File: src/rtl/adder_err_accum.sv
// Error-evaluation stage for the 6-bit ripple adder under test: accumulates
// |approx - (a+b)| statistics over a programmed number of streamed samples.
module adder_err_accum #(
   parameter int W     = 6,
   parameter int CNT_W = 13,
   parameter int ACC_W = 20
) (
   input  logic             clk,
   input  logic             rst,
   input  logic             start,
   input  logic [CNT_W-1:0] n_samples,
   input  logic             in_valid,
   output logic             in_ready,
   input  logic [W-1:0]     in_a,
   input  logic [W-1:0]     in_b,
   input  logic [W:0]       in_approx,
   output logic             busy,
   output logic             done,
   output logic [CNT_W-1:0] err_count,
   output logic [ACC_W-1:0] sum_abs_err,
   output logic [W:0]       max_abs_err,
   output logic [CNT_W-1:0] max_idx
);

   typedef enum logic [1:0] {S_IDLE, S_RUN, S_DRAIN, S_FIN} state_t;

   state_t           state, state_nx;
   logic [CNT_W-1:0] n_lat, idx, s1_idx;
   logic [W:0]       s1_err;
   logic             s1_valid;
   logic             hs;
   logic [W+1:0]     exact, diff;
   logic [W:0]       err;
   logic [ACC_W:0]   sum_ext;

   assign hs = in_valid & in_ready;

   // Difference at W+2 bits; the sign bit selects which operand order gives |error|.
   always_comb begin
      exact = {2'b00, in_a} + {2'b00, in_b};
      diff  = {1'b0, in_approx} - exact;
      err   = diff[W+1] ? (W+1)'(exact - {1'b0, in_approx}) : (W+1)'(diff);
   end

   assign sum_ext = {1'b0, sum_abs_err} + (ACC_W+1)'(s1_err);

   always_ff @(posedge clk) begin
      if (rst) state <= S_IDLE;
      else     state <= state_nx;
   end

   always_comb begin
      state_nx = state;
      in_ready = 1'b0;
      busy     = 1'b0;
      done     = 1'b0;
      case (state)
         S_IDLE: begin
            if (start) state_nx = (n_samples == '0) ? S_FIN : S_RUN;
         end
         S_RUN: begin
            in_ready = 1'b1;
            busy     = 1'b1;
            if (in_valid && idx == n_lat - CNT_W'(1)) state_nx = S_DRAIN;
         end
         S_DRAIN: begin
            busy     = 1'b1;
            state_nx = S_FIN;
         end
         S_FIN: begin
            done     = 1'b1;
            state_nx = S_IDLE;
         end
         default: state_nx = S_IDLE;
      endcase
   end

   always_ff @(posedge clk) begin
      if (rst) begin
         n_lat       <= '0;
         idx         <= '0;
         s1_idx      <= '0;
         s1_err      <= '0;
         s1_valid    <= 1'b0;
         err_count   <= '0;
         sum_abs_err <= '0;
         max_abs_err <= '0;
         max_idx     <= '0;
      end else if (state == S_IDLE && start) begin
         n_lat       <= n_samples;
         idx         <= '0;
         s1_idx      <= '0;
         s1_err      <= '0;
         s1_valid    <= 1'b0;
         err_count   <= '0;
         sum_abs_err <= '0;
         max_abs_err <= '0;
         max_idx     <= '0;
      end else begin
         s1_valid <= hs;
         if (hs) begin
            s1_err <= err;
            s1_idx <= idx;
            idx    <= idx + CNT_W'(1);
         end
         if (s1_valid) begin
            if (s1_err != '0) err_count <= err_count + CNT_W'(1);
            sum_abs_err <= sum_ext[ACC_W] ? '1 : sum_ext[ACC_W-1:0];
            // Strictly greater so that ties keep the earliest index.
            if (s1_err > max_abs_err) begin
               max_abs_err <= s1_err;
               max_idx     <= s1_idx;
            end
         end
      end
   end

endmodule

File: config.mk
export PLATFORM = sky130hd
export DESIGN_NAME = adder_err_accum
export DESIGN_NICKNAME = d
export VERILOG_FILES = /design/src/rtl/adder_err_accum.sv
export SDC_FILE = /design/constraint.sdc
export NUM_CORES = 1
export LEC_CHECK = 0
export BUFFER_PORTS_ARGS = -buffer_cell sky130_fd_sc_hd__buf_2
export CAP_MARGIN = 20
export CORE_MARGIN = 2
export CORE_UTILIZATION = 52
export DETAILED_ROUTE_END_ITERATION = 7
export PLACE_DENSITY = 0.77
export SYNTH_ARGS = -nofsm -noshare
export SYNTH_HDL_FRONTEND = slang
export SYNTH_SLANG_ARGS = --single-unit
File: constraint.sdc
create_clock -name clk -period 2.7 [get_ports clk]
set_input_delay 0.27 -clock clk [delete_from_list [all_inputs] [get_ports clk]]
set_output_delay 0.27 -clock clk [all_outputs]
set_load 0.01 [all_outputs]
Word level (Yosys, flattened, before mapping)
Index checks and enable logic that the tools add are counted.
Storage, ports and cells
  register bits after elaboration: 102
  bits in latches: 0
  bits in writable memories: 0
  ROM bits: 0
  memories: 0
Operators by class
  add/subtract/negate cells: 7
  multiply operators: 0
  divide/modulo/power cells: 0
  order comparisons: 1
  eq/ne operators: 6
  shifts and indexed selects: 0
  mux-type cells: 9
  bitwise operators: 1
  reduce and logical (&&, ||, !) cells: 10
Operator list (number)
  $add 13x1->13 const B: 2
  $add 20x7->21: 1
  $mux 20: 1
  $eq 13x13->1: 1
  $logic_not 13->1: 1
  $sub 13x1->13 const B: 1
  $pmux 2 s4: 1
  $sub 7x7->8: 1
  $add 6x6->7: 1
  $gt 7x7->1: 1
  $mux 7: 1
  $reduce_bool 7->1: 1
  $sub 7x7->7: 1
  $mux 2: 3
  $reduce_and 2->1: 3
  $eq 2x2->1 const B: 2
  $ne 2x2->1 const B: 2
  $reduce_or 2->1: 2
  $mux 1: 3
  $eq 2x1->1 const B: 1
  $logic_and 1x1->1: 2
  $logic_not 2->1: 1
  $and 1x1->1: 1

Longest topological paths before layout
Gate-level depths: netlist (run 1).
  word-level depth: 5
  gate-level depth with buffers: 15
  depth with buffers taken out: 15

Worst setup path after synthesis (run 1)
OpenSTA, ideal clock, no wires.
  path kind: input to register
  start point: in in_a[0]
  end point: reg s1_err[6]
  setup time: 87 ps
  data arrival time: 2854 ps
  slack: -241 ps
  stages on the path: 14
  path buffers: 0
  path through: ha_1 > inv_1 > fa_1 > inv_1 > a21oi_1 > o21bai_1 > xor2_1 > ha_1 > a21oi_1 > a31oi_1 > o311a_1 > a211o_1 > xnor2_1 > o31ai_1
On the way
  word-level cells in the longest chain between the ends: 3
  elaborated cells on any way between the ends: 4
Ends and longest elaborated chain
  start, declared: RTL line 14  | input logic [W-1:0] in_a,
  $add 6x6->7 (*): RTL line 40  | exact = {2'b00, in_a} + {2'b00, in_b};
  $sub 7x7->8 or $sub 7x7->7 (tied branches): RTL line 41, 42
  $mux 7 (*): RTL line 42  | err = diff[W+1] ? (W+1)'(exact - {1'b0, in_approx}) : (W+1)'(diff);
  end signal, assigned: RTL line 102  | s1_err <= err;
  end, declared: RTL line 29  | logic [W:0] s1_err;
Mark *: on every way between the ends. The rest lies on a longest branch, timed or not.
A chain may end at the register's enable or synchronous reset.

Worst setup path in the final report (run 1)
  start point: in in_b[0]
  end point: reg s1_err[6]
On the way
  word-level cells in the longest chain between the ends: 3
  elaborated cells on any way between the ends: 4
Ends and longest elaborated chain
  start, declared: RTL line 15  | input logic [W-1:0] in_b,
  $add 6x6->7 (*): RTL line 40
  $sub 7x7->8 or $sub 7x7->7 (tied branches): RTL line 41, 42
  $mux 7 (*): RTL line 42
Marked as above.

==> flow_metrics.tcl, run 1 <==
set metrics [dict create \
    fin_tns_setup_ns -0.00388 \
    syn_area_um2 5690 \
    powerDensity_nw_per_um2 563 \
    critical_path_peak_fanout 4 \
    crit_path_end_kind "flip-flop" \
    vias_per_cell 5.53 \
    dpl_cell_area_um2 6530 \
    place_congestion 0.921 \
    clock.fmax_mhz 370 \
    ant_nets 0 \
    leakagePower_nw 2.91 \
    hpwl_mm 10.1 \
    cts_tree "yes" \
    mostFrequentLayoutCells "99 x dfxtp_1, 89 x buf_2, 85 x nand2_1, 61 x nor2_1, 56 x a21oi_1" \
    fp.dieArea_um2 11800 \
    setup_violations 1 \
    slew_headroom_pct 37.4 \
    die_height_um 109 \
    outcome "finished, violations left" \
    nFillCells 920 \
    slew_viol_final 0 \
    wirelength_mm 13.1 \
    skew_ns 0.0145 \
    coreArea_um2 10700 \
    antenna_found_initial 0 \
    synth_flop_cell "dfxtp_1" \
    critical_path_class "in -> reg" \
    post-route-period-util_pct 100 \
    post_cts_buffers 0 \
    place_inst 917 \
    fin_cells 933 \
    worst_slew_pin_slew_ns 0.935 \
    violations "setup timing" \
    worst_slack_ns -0.00388 \
    report.final.hold_viol_count 0 \
    cp-start-kind "primary input" \
    grt_max_degree 76 \
    route.detailed.drc 0 \
    ys_seq_area_share_pct 35.9 \
    holdWs_ns 0.125 \
    min_path_type "in -> reg" \
    final_common_cell "dfxtp_1" \
    period_minus_slack_ns 2.70 \
    grt_overflow 0 \
    peakVddDrop_v 0.000430 \
    rows 38 \
    ctsHoldBuffers 0 \
    drt_iter0_drc 261 \
    synthToLayoutAreaGrowth_pct 19.6 \
    async_flop_share_pct 0 \
    worstPathArrival_ns 3.00 \
    yosysUniqueCellTypes 62 \
    io_buffers 91 \
    diodes 0 \
    die_width_um 109 \
    firstDrtPassIters 4 \
    grt_pass1_vias 4928 \
    syn_area_per_cell_um2 8.42 \
    cts_max_level 3 \
    place_worst_setup_slack_ns -0.484 \
    synth_cells 675 \
    cts_buffers 9 \
    critPathRequiredTime_ns 2.99 \
    synth.net_count 756 \
    numClockSinks 102 \
    ys.warnings.count 0 \
    grt_pass1_wl_mm 22.0 \
    cts_root_buf "clkbuf_8" \
    wl_per_cell_um 14.1 \
    layout-drive-gt1-share_pct 22.6 \
    max-clock-path-buffers 2 \
    stdcell_area_um2 6800 \
    num_io_pins 92 \
    final_util_pct 63.3 \
    initial_utilization_pct 52.9 \
    num_vias 5160 \
    final_nets 869 \
    clk_pin_slew_ns 0.11 \
    rsz0062_at_grt "yes" \
    grt.total_usage_pct 23.0 \
    drv_cap 0 \
    synth-seq-cells 102 \
    synth-edff-count 0 \
    total_power_mw 3.83 \
    clk-insertion-delay-late_ns 0.38 \
]
==> flip-flops by register name (all words and copies together), names as in the netlist <==
| name | cells |
|---|---|
| err_count | 13 |
| state | 2 |
| max_idx | 13 |
| idx | 13 |
| sum_abs_err | 20 |
| max_abs_err | 7 |
| s1_err | 7 |
| n_lat | 13 |
| s1_idx | 13 |
| s1_valid | 1 |
==> metal layers <==
metal,track usage [%],share of wire (%),vias up
met4,7.97,1.7,0
met2,38.0,47,134
met3,3.74,4.4,21
met1,30.4,47,2422
met5,0,0,-
li1,-,-,2583
==> worst max-delay path, cell delays in order <==
cell	delay, ns
buf_6	0.07
ha_4	0.13
inv_2	0.04
fa_2	0.35
inv_2	0.06
a21oi_2	0.04
o21bai_1	0.20
xor2_1	0.23
ha_1	0.33
a21oi_4	0.21
a31oi_4	0.12
o311a_1	0.32
a211o_1	0.31
xnor2_1	0.14
o31ai_1	0.18
==> power breakdown <==
group / total (mW) / internal (mW) / switching, mW
combinational: 1.28 / 0.572 / 0.704
sequential: 1.63 / 1.56 / 0.0673
clock: 0.923 / 0.346 / 0.576
total: 3.83 / 2.48 / 1.35
==> logic make-up (layout without fill, tap and decap cells) <==
kind of cell | Yosys count | count (layout) | synth area share (%)
buf+inv | 67 | 185 | 4.64
fa+ha+maj | 45 | 45 | 10.4
flops | 102 | 102 | 35.9
xor+xnor | 46 | 46 | 7.08
simple gates | 245 | 245 | 20.7
mux | 29 | 29 | 5.10
compound gates | 141 | 141 | 16.2
==> synth_stat cells (all sizes together), types with 7 or more instances <==
cell,number,area (um^2)
clkbuf,22,82.6
ha,41,513
nand2,85,319
o21ai,23,115
and3,12,75.1
xnor2,25,219
nand4,10,62.6
nor2b,7,43.8
dfxtp,102,2040
a21o,9,67.6
a21oi,59,295
o221a,7,78.8
nor2,62,233
or3,9,56.3
xor2,21,184
nor3,15,75.1
inv,41,154
mux2i,29,290
nand3,11,55.1
==> layout make-up <==
class,count,area [um^2],area share [%]
well taps,140,175,2.57
inverters,41,154,2.26
flip-flops and latches,102,2050,30.1
repair buffers,128,758,11.1
multi-input cells,506,3490,51.3
clock inverters,7,57.6,0.846
clock buffers,9,124,1.82
==> what timing repair did <==
item | 4_1_cts | 5_1_grt
pin swaps | 11 | 14
endpoints found under the setup margin | 6 | 10
gates resized for setup | 9 | 13
endpoints found under the hold margin | 0 | 0
==> path summary, 6_finish.rpt <==
kind / slack, ns / cells past startpoint / start / endpoint
setup / recovery: -0.004 / 15 / in_b[0] / s1_err[6]
hold reg to reg: 0.46 / 2 / s1_idx[7] / s1_idx[7]
setup reg to reg: 0.07 / 9 / n_lat[1] / state[0]
hold / removal: 0.12 / 3 / n_samples[5] / n_lat[5]
Power figures use the tool's default switching activity.
==> run 2, diff against run 1 <==
Settings changed: CORE_MARGIN 2 to unset, SKIP_LAST_GASP set to 1.
==> flow_metrics.tcl, run 2 (synthesis results as in run 1) <==
set metrics [dict create \
    fin_cells 934 \
    die_height_um 107 \
    fp.dieArea_um2 11400 \
    worstPathArrival_ns 3.05 \
    dr_wl_met3_um 576 \
    largest_register_ffs 20 \
    leakagePower_nw 2.93 \
    holdWs_ns 0.125 \
    num_io_pins 92 \
    critPathRequiredTime_ns 3.02 \
    grt_pass1_vias 4803 \
    cts_max_level 3 \
    num_vias 5200 \
    rrSetupSlack_ns -0.03 \
    nFillCells 900 \
    drt_iter0_drc 253 \
    powerDensity_nw_per_um2 565 \
    grt_max_degree 76 \
    r2r-start "n_lat[6]" \
    fin_tns_setup_ns -0.0343 \
    worst_slew_pin_slew_ns 0.984 \
    clk_pin_slew_ns 0.10 \
    rsz0062_at_grt "yes" \
    cts_buffers 9 \
    worstReg2RegEnd "state[0]" \
    crit_path_end_kind "flip-flop" \
    wirelength_mm 13.3 \
    wirelength_met1_mm 6.23 \
    path_cells "or4_4 > or2_1 > or4_4 > a2111oi_4 > a41oi_2 > or2_1 > o22ai_1" \
    grt_pass1_wl_mm 21.7 \
    io_buffers 91 \
    slew_headroom_pct 34.1 \
    clock.fmax_mhz 367 \
    wl_per_cell_um 14.2 \
    crit_family "simple AND/OR/NAND/NOR gates" \
    crit_buf_inv 0 \
    stdcell_area_um2 6830 \
    diodes 0 \
    numClockSinks 102 \
    cts_tree "yes" \
    clk-insertion-delay-late_ns 0.39 \
    min_path_type "in -> reg" \
    critical_path_class "reg -> reg" \
    critPathSlowestCell "or4_4" \
    slew_viol_final 0 \
    cp-start-kind "flip-flop" \
    initial_utilization_pct 54.4 \
    skew_ns 0.00906 \
    critical_path_peak_fanout 4 \
    die_width_um 107 \
    outcome "finished, violations left" \
    violations "setup timing" \
    mostFrequentLayoutCells "100 x dfxtp_1, 89 x buf_2, 85 x nand2_1, 61 x nor2_1, 56 x a21oi_1" \
    reg2regPathDepth 7 \
    max-clock-path-buffers 2 \
    total_power_mw 3.86 \
    route.detailed.drc 0 \
    ant_nets 0 \
    period_minus_slack_ns 2.73 \
    final_common_cell "dfxtp_1" \
    drv_cap 0 \
    synthToLayoutAreaGrowth_pct 20.0 \
    peakVddDrop_v 0.000409 \
    min_to "n_lat[8]" \
    setup_violations 2 \
    vias_per_cell 5.57 \
    grt.total_usage_pct 23.7 \
    rows 37 \
    layout-drive-gt1-share_pct 22.9 \
    regMostFlops "sum_abs_err" \
    top_layer "met4" \
    antenna_found_initial 0 \
    worstHoldStart "n_samples[8]" \
    coreArea_um2 10500 \
    report.final.hold_viol_count 0 \
    cts_root_buf "clkbuf_8" \
    post-route-period-util_pct 101 \
    place_inst 913 \
    worst_slack_ns -0.0258 \
    grt_overflow 0 \
    place_congestion 0.851 \
    firstDrtPassIters 4 \
    holdPathStages 3 \
    slowest_delay_ns 0.56 \
    hpwl_mm 9.86 \
    final_nets 874 \
    dpl_cell_area_um2 6530 \
    met2_length_mm 6.13 \
]
[run 2: cell count changes in the layout (fill, tap and decap cells not counted), sizes merged]
| cell | change |
|---|---|
| clkinvlp | -1 |
| buf | +5 |
| clkinv | +1 |
[run 2: worst register-to-register path, cell delays in order (launching register included)]
cell and delay, ns:
dfxtp_1 0.32, or4_4 0.56, or2_1 0.26, or4_4 0.51
a2111oi_4 0.41, a41oi_2 0.19, or2_1 0.29, o22ai_1 0.13
[run 2: final cells by class]
class                      instances  area (um^2)  share of cell area (%)
multi-input combinational        506         3480                    50.9
sequential                       102         2040                    29.9
tap                              136          170                    2.49
inverter                          41          154                    2.25
clock buffer                       9          124                    1.81
timing repair buffer             133          800                    11.7
clock inverter                     7         58.8                   0.861
[run 2: what timing repair did]
item,in CTS,in global routing
buffers inserted,0,5
gates cloned,0,0
hold buffers,0,0
resized for setup,3,16
pin swaps,2,18
endpoints found under the setup margin,3,9
[run 2: stage by stage]
stage	worst slack (ns)	utilization, %
floorplan	-0.152	-
global placement	-0.345	62.4
detailed placement	-0.388	62.4
CTS	-0.0270	64.3
global route	-0.104	65.2
finish	-0.0258	65.2
[run 2: worst max-delay path by stage]
stage | depth (start not counted) | to | from
2_1_floorplan | 14 | s1_err[6] | in_a[0]
3_3_place_gp | 16 | s1_err[2] | in_a[1]
3_5_place_dp | 16 | s1_err[2] | in_a[0]
4_1_cts | 9 | state[1] | n_lat[0]
5_1_grt | 7 | state[0] | n_lat[6]
6_report | 7 | state[0] | n_lat[6]
[run 2: power breakdown]
part | internal, mW | total (mW) | switching, mW
registers | 1.56 | 1.63 | 0.0687
logic | 0.590 | 1.30 | 0.712
clock network | 0.348 | 0.923 | 0.575
[run 2: metal layers]
metal / GRT usage, % / up-vias
met5: 0 / -
met4: 10.2 / 0
met3: 3.59 / 29
met2: 38.2 / 142
met1: 31.5 / 2437
li1: - / 2592
==> run 3, diff against run 2 <==
Settings changed: RECOVER_POWER set to 25, REMOVE_ABC_BUFFERS set to 1.
==> flow_metrics.tcl, run 3 (synthesis results as in run 1) <==
set metrics [dict create \
    critical_path_peak_fanout 4 \
    grt_pass1_vias 4776 \
    die_width_um 107 \
    p_comb_share_pct 33.2 \
    grt_pass1_wl_mm 21.4 \
    wirelength_mm 12.8 \
    setup_violations 1 \
    cts_max_level 3 \
    crit_buf_inv 3 \
    final_util_pct 64.8 \
    crit_path_end_kind "flip-flop" \
    diodes 0 \
    crit_family "compound AO/OA/AOI/OAI gates" \
    clk_pin_slew_ns 0.09 \
    cp-start-kind "primary input" \
    clk-insertion-delay-late_ns 0.37 \
    total_power_mw 3.90 \
    layout-drive-gt1-share_pct 17.8 \
    mostFrequentLayoutCells "101 x dfxtp_1, 85 x nand2_1, 61 x nor2_1, 57 x a21oi_1, 51 x buf_2" \
    num_io_pins 92 \
    internal-power_mw 2.60 \
    report.final.hold_viol_count 0 \
    path_cells "buf_6 > ha_4 > inv_2 > fa_2 > inv_2 > a21oi_2 > o21bai_1 > xor2_1 > ha_1 > a21oi_2 > a31oi_4 > o311a_1 > a211o_1 > xnor2_1 > o31ai_1" \
    worstPathArrival_ns 3.12 \
    clock.fmax_mhz 354 \
    cts_buffers 9 \
    slowest_delay_ns 0.37 \
    critPathSlowestCell "o311a_1" \
    violations "setup timing" \
    firstDrtPassIters 4 \
    grt_max_degree 33 \
    grt.total_usage_pct 23.0 \
    antenna_found_initial 0 \
    numClockSinks 102 \
    period_minus_slack_ns 2.83 \
    critical_path_class "in -> reg" \
    switching_power_mw 1.30 \
    outcome "finished, violations left" \
    worst_slew_pin_slew_ns 0.626 \
    seqPwrFrac_pct 41.9 \
    initial_utilization_pct 54.4 \
    swShare_pct 33.3 \
    holdWs_ns 0.136 \
    powerDensity_nw_per_um2 575 \
    rows 37 \
    largest_register_ffs 20 \
    nFillCells 899 \
    min_path_type "in -> reg" \
    num_vias 5160 \
    rsz0062_at_grt "yes" \
    skew_ns 0.0100 \
    peakVddDrop_v 0.000401 \
    slew_headroom_pct 58.3 \
    final_nets 876 \
    hpwl_mm 9.69 \
    ant_nets 0 \
    final_common_cell "dfxtp_1" \
    place_congestion 0.861 \
    cts_root_buf "clkbuf_8" \
    drv_cap 0 \
    fp.dieArea_um2 11400 \
    critPathRequiredTime_ns 2.99 \
    route.detailed.drc 0 \
    synthToLayoutAreaGrowth_pct 19.2 \
    leakagePower_nw 2.77 \
    drt_iter0_drc 322 \
    io_buffers 91 \
    worst_slack_ns -0.129 \
    vias_per_cell 5.51 \
    max-clock-path-buffers 2 \
    cts_tree "yes" \
    clkPwrFrac_pct 24.9 \
    slew_viol_final 0 \
    grt_overflow 0 \
    wl_per_cell_um 13.7 \
    post-route-period-util_pct 105 \
    die_height_um 107 \
    regMostFlops "sum_abs_err" \
    coreArea_um2 10500 \
]
run 3: cell type report:
cell class | instances | area, um^2 | share of cell area (%)
well taps | 136 | 170 | 2.51
clock inverters | 6 | 61.3 | 0.905
clock buffers | 10 | 138 | 2.03
flip-flops and latches | 102 | 2040 | 30.2
repair buffers | 135 | 751 | 11.1
multi-input cells | 506 | 3460 | 51.1
inverters | 41 | 154 | 2.27
run 3: power by group through the flow:
stage	Combinational [mW]	Sequential [mW]	Clock, mW
detailed placement	1.21	1.67	0
global placement	1.16	1.66	0
CTS	1.24	1.63	0.988
floorplan	0.800	1.66	0
finish	1.29	1.63	0.973
global route	1.43	1.64	1.06
run 3: worst paths after layout:
path | start | to | slack, ns | depth (start not counted)
worst max-delay path | in_b[0] | s1_err[6] | -0.13 | 15
worst min register to register | s1_idx[11] | s1_idx[11] | 0.46 | 2
worst min-delay path | n_samples[1] | n_lat[1] | 0.14 | 3
worst max register to register | n_lat[1] | state[0] | 0.10 | 9
run 3: routing by layer:
layer  part of all wire, %  track usage (%)  vias up
met5                     0                0        -
met4                   1.9             9.59        0
met3                   3.7             3.47       22
met2                    49             40.2      116
met1                    45             28.0     2432
li1                      -                -     2590
run 3: worst reg2reg max path: cells and delay by family, from the launching register on:
kind	cells	cell delay (ns)
flops	1	0.34
fa+ha+maj	1	0.15
buf+inv	1	0.05
simple gates	3	1.19
compound gates	4	0.81
run 3: through the flow:
stage          setup slack, ns  area, um^2  instances  TNS, ns
6_report                -0.129        6780        936   -0.129
3_5_place_dp            -0.572        6510        917    -2.74
4_1_cts                -0.0418        6740        934  -0.0936
3_3_place_gp            -0.431        6510        917    -1.94
2_1_floorplan           -0.265        5580        649   -0.765
5_1_grt                 -0.284        6780        936   -0.538
run 3: repair_timing:
action                                  CTS  global route
pin swaps                                 7            15
buffers inserted                          1             2
hold buffers                              0             0
endpoints found under the setup margin    6             9
resized for setup                         8            14
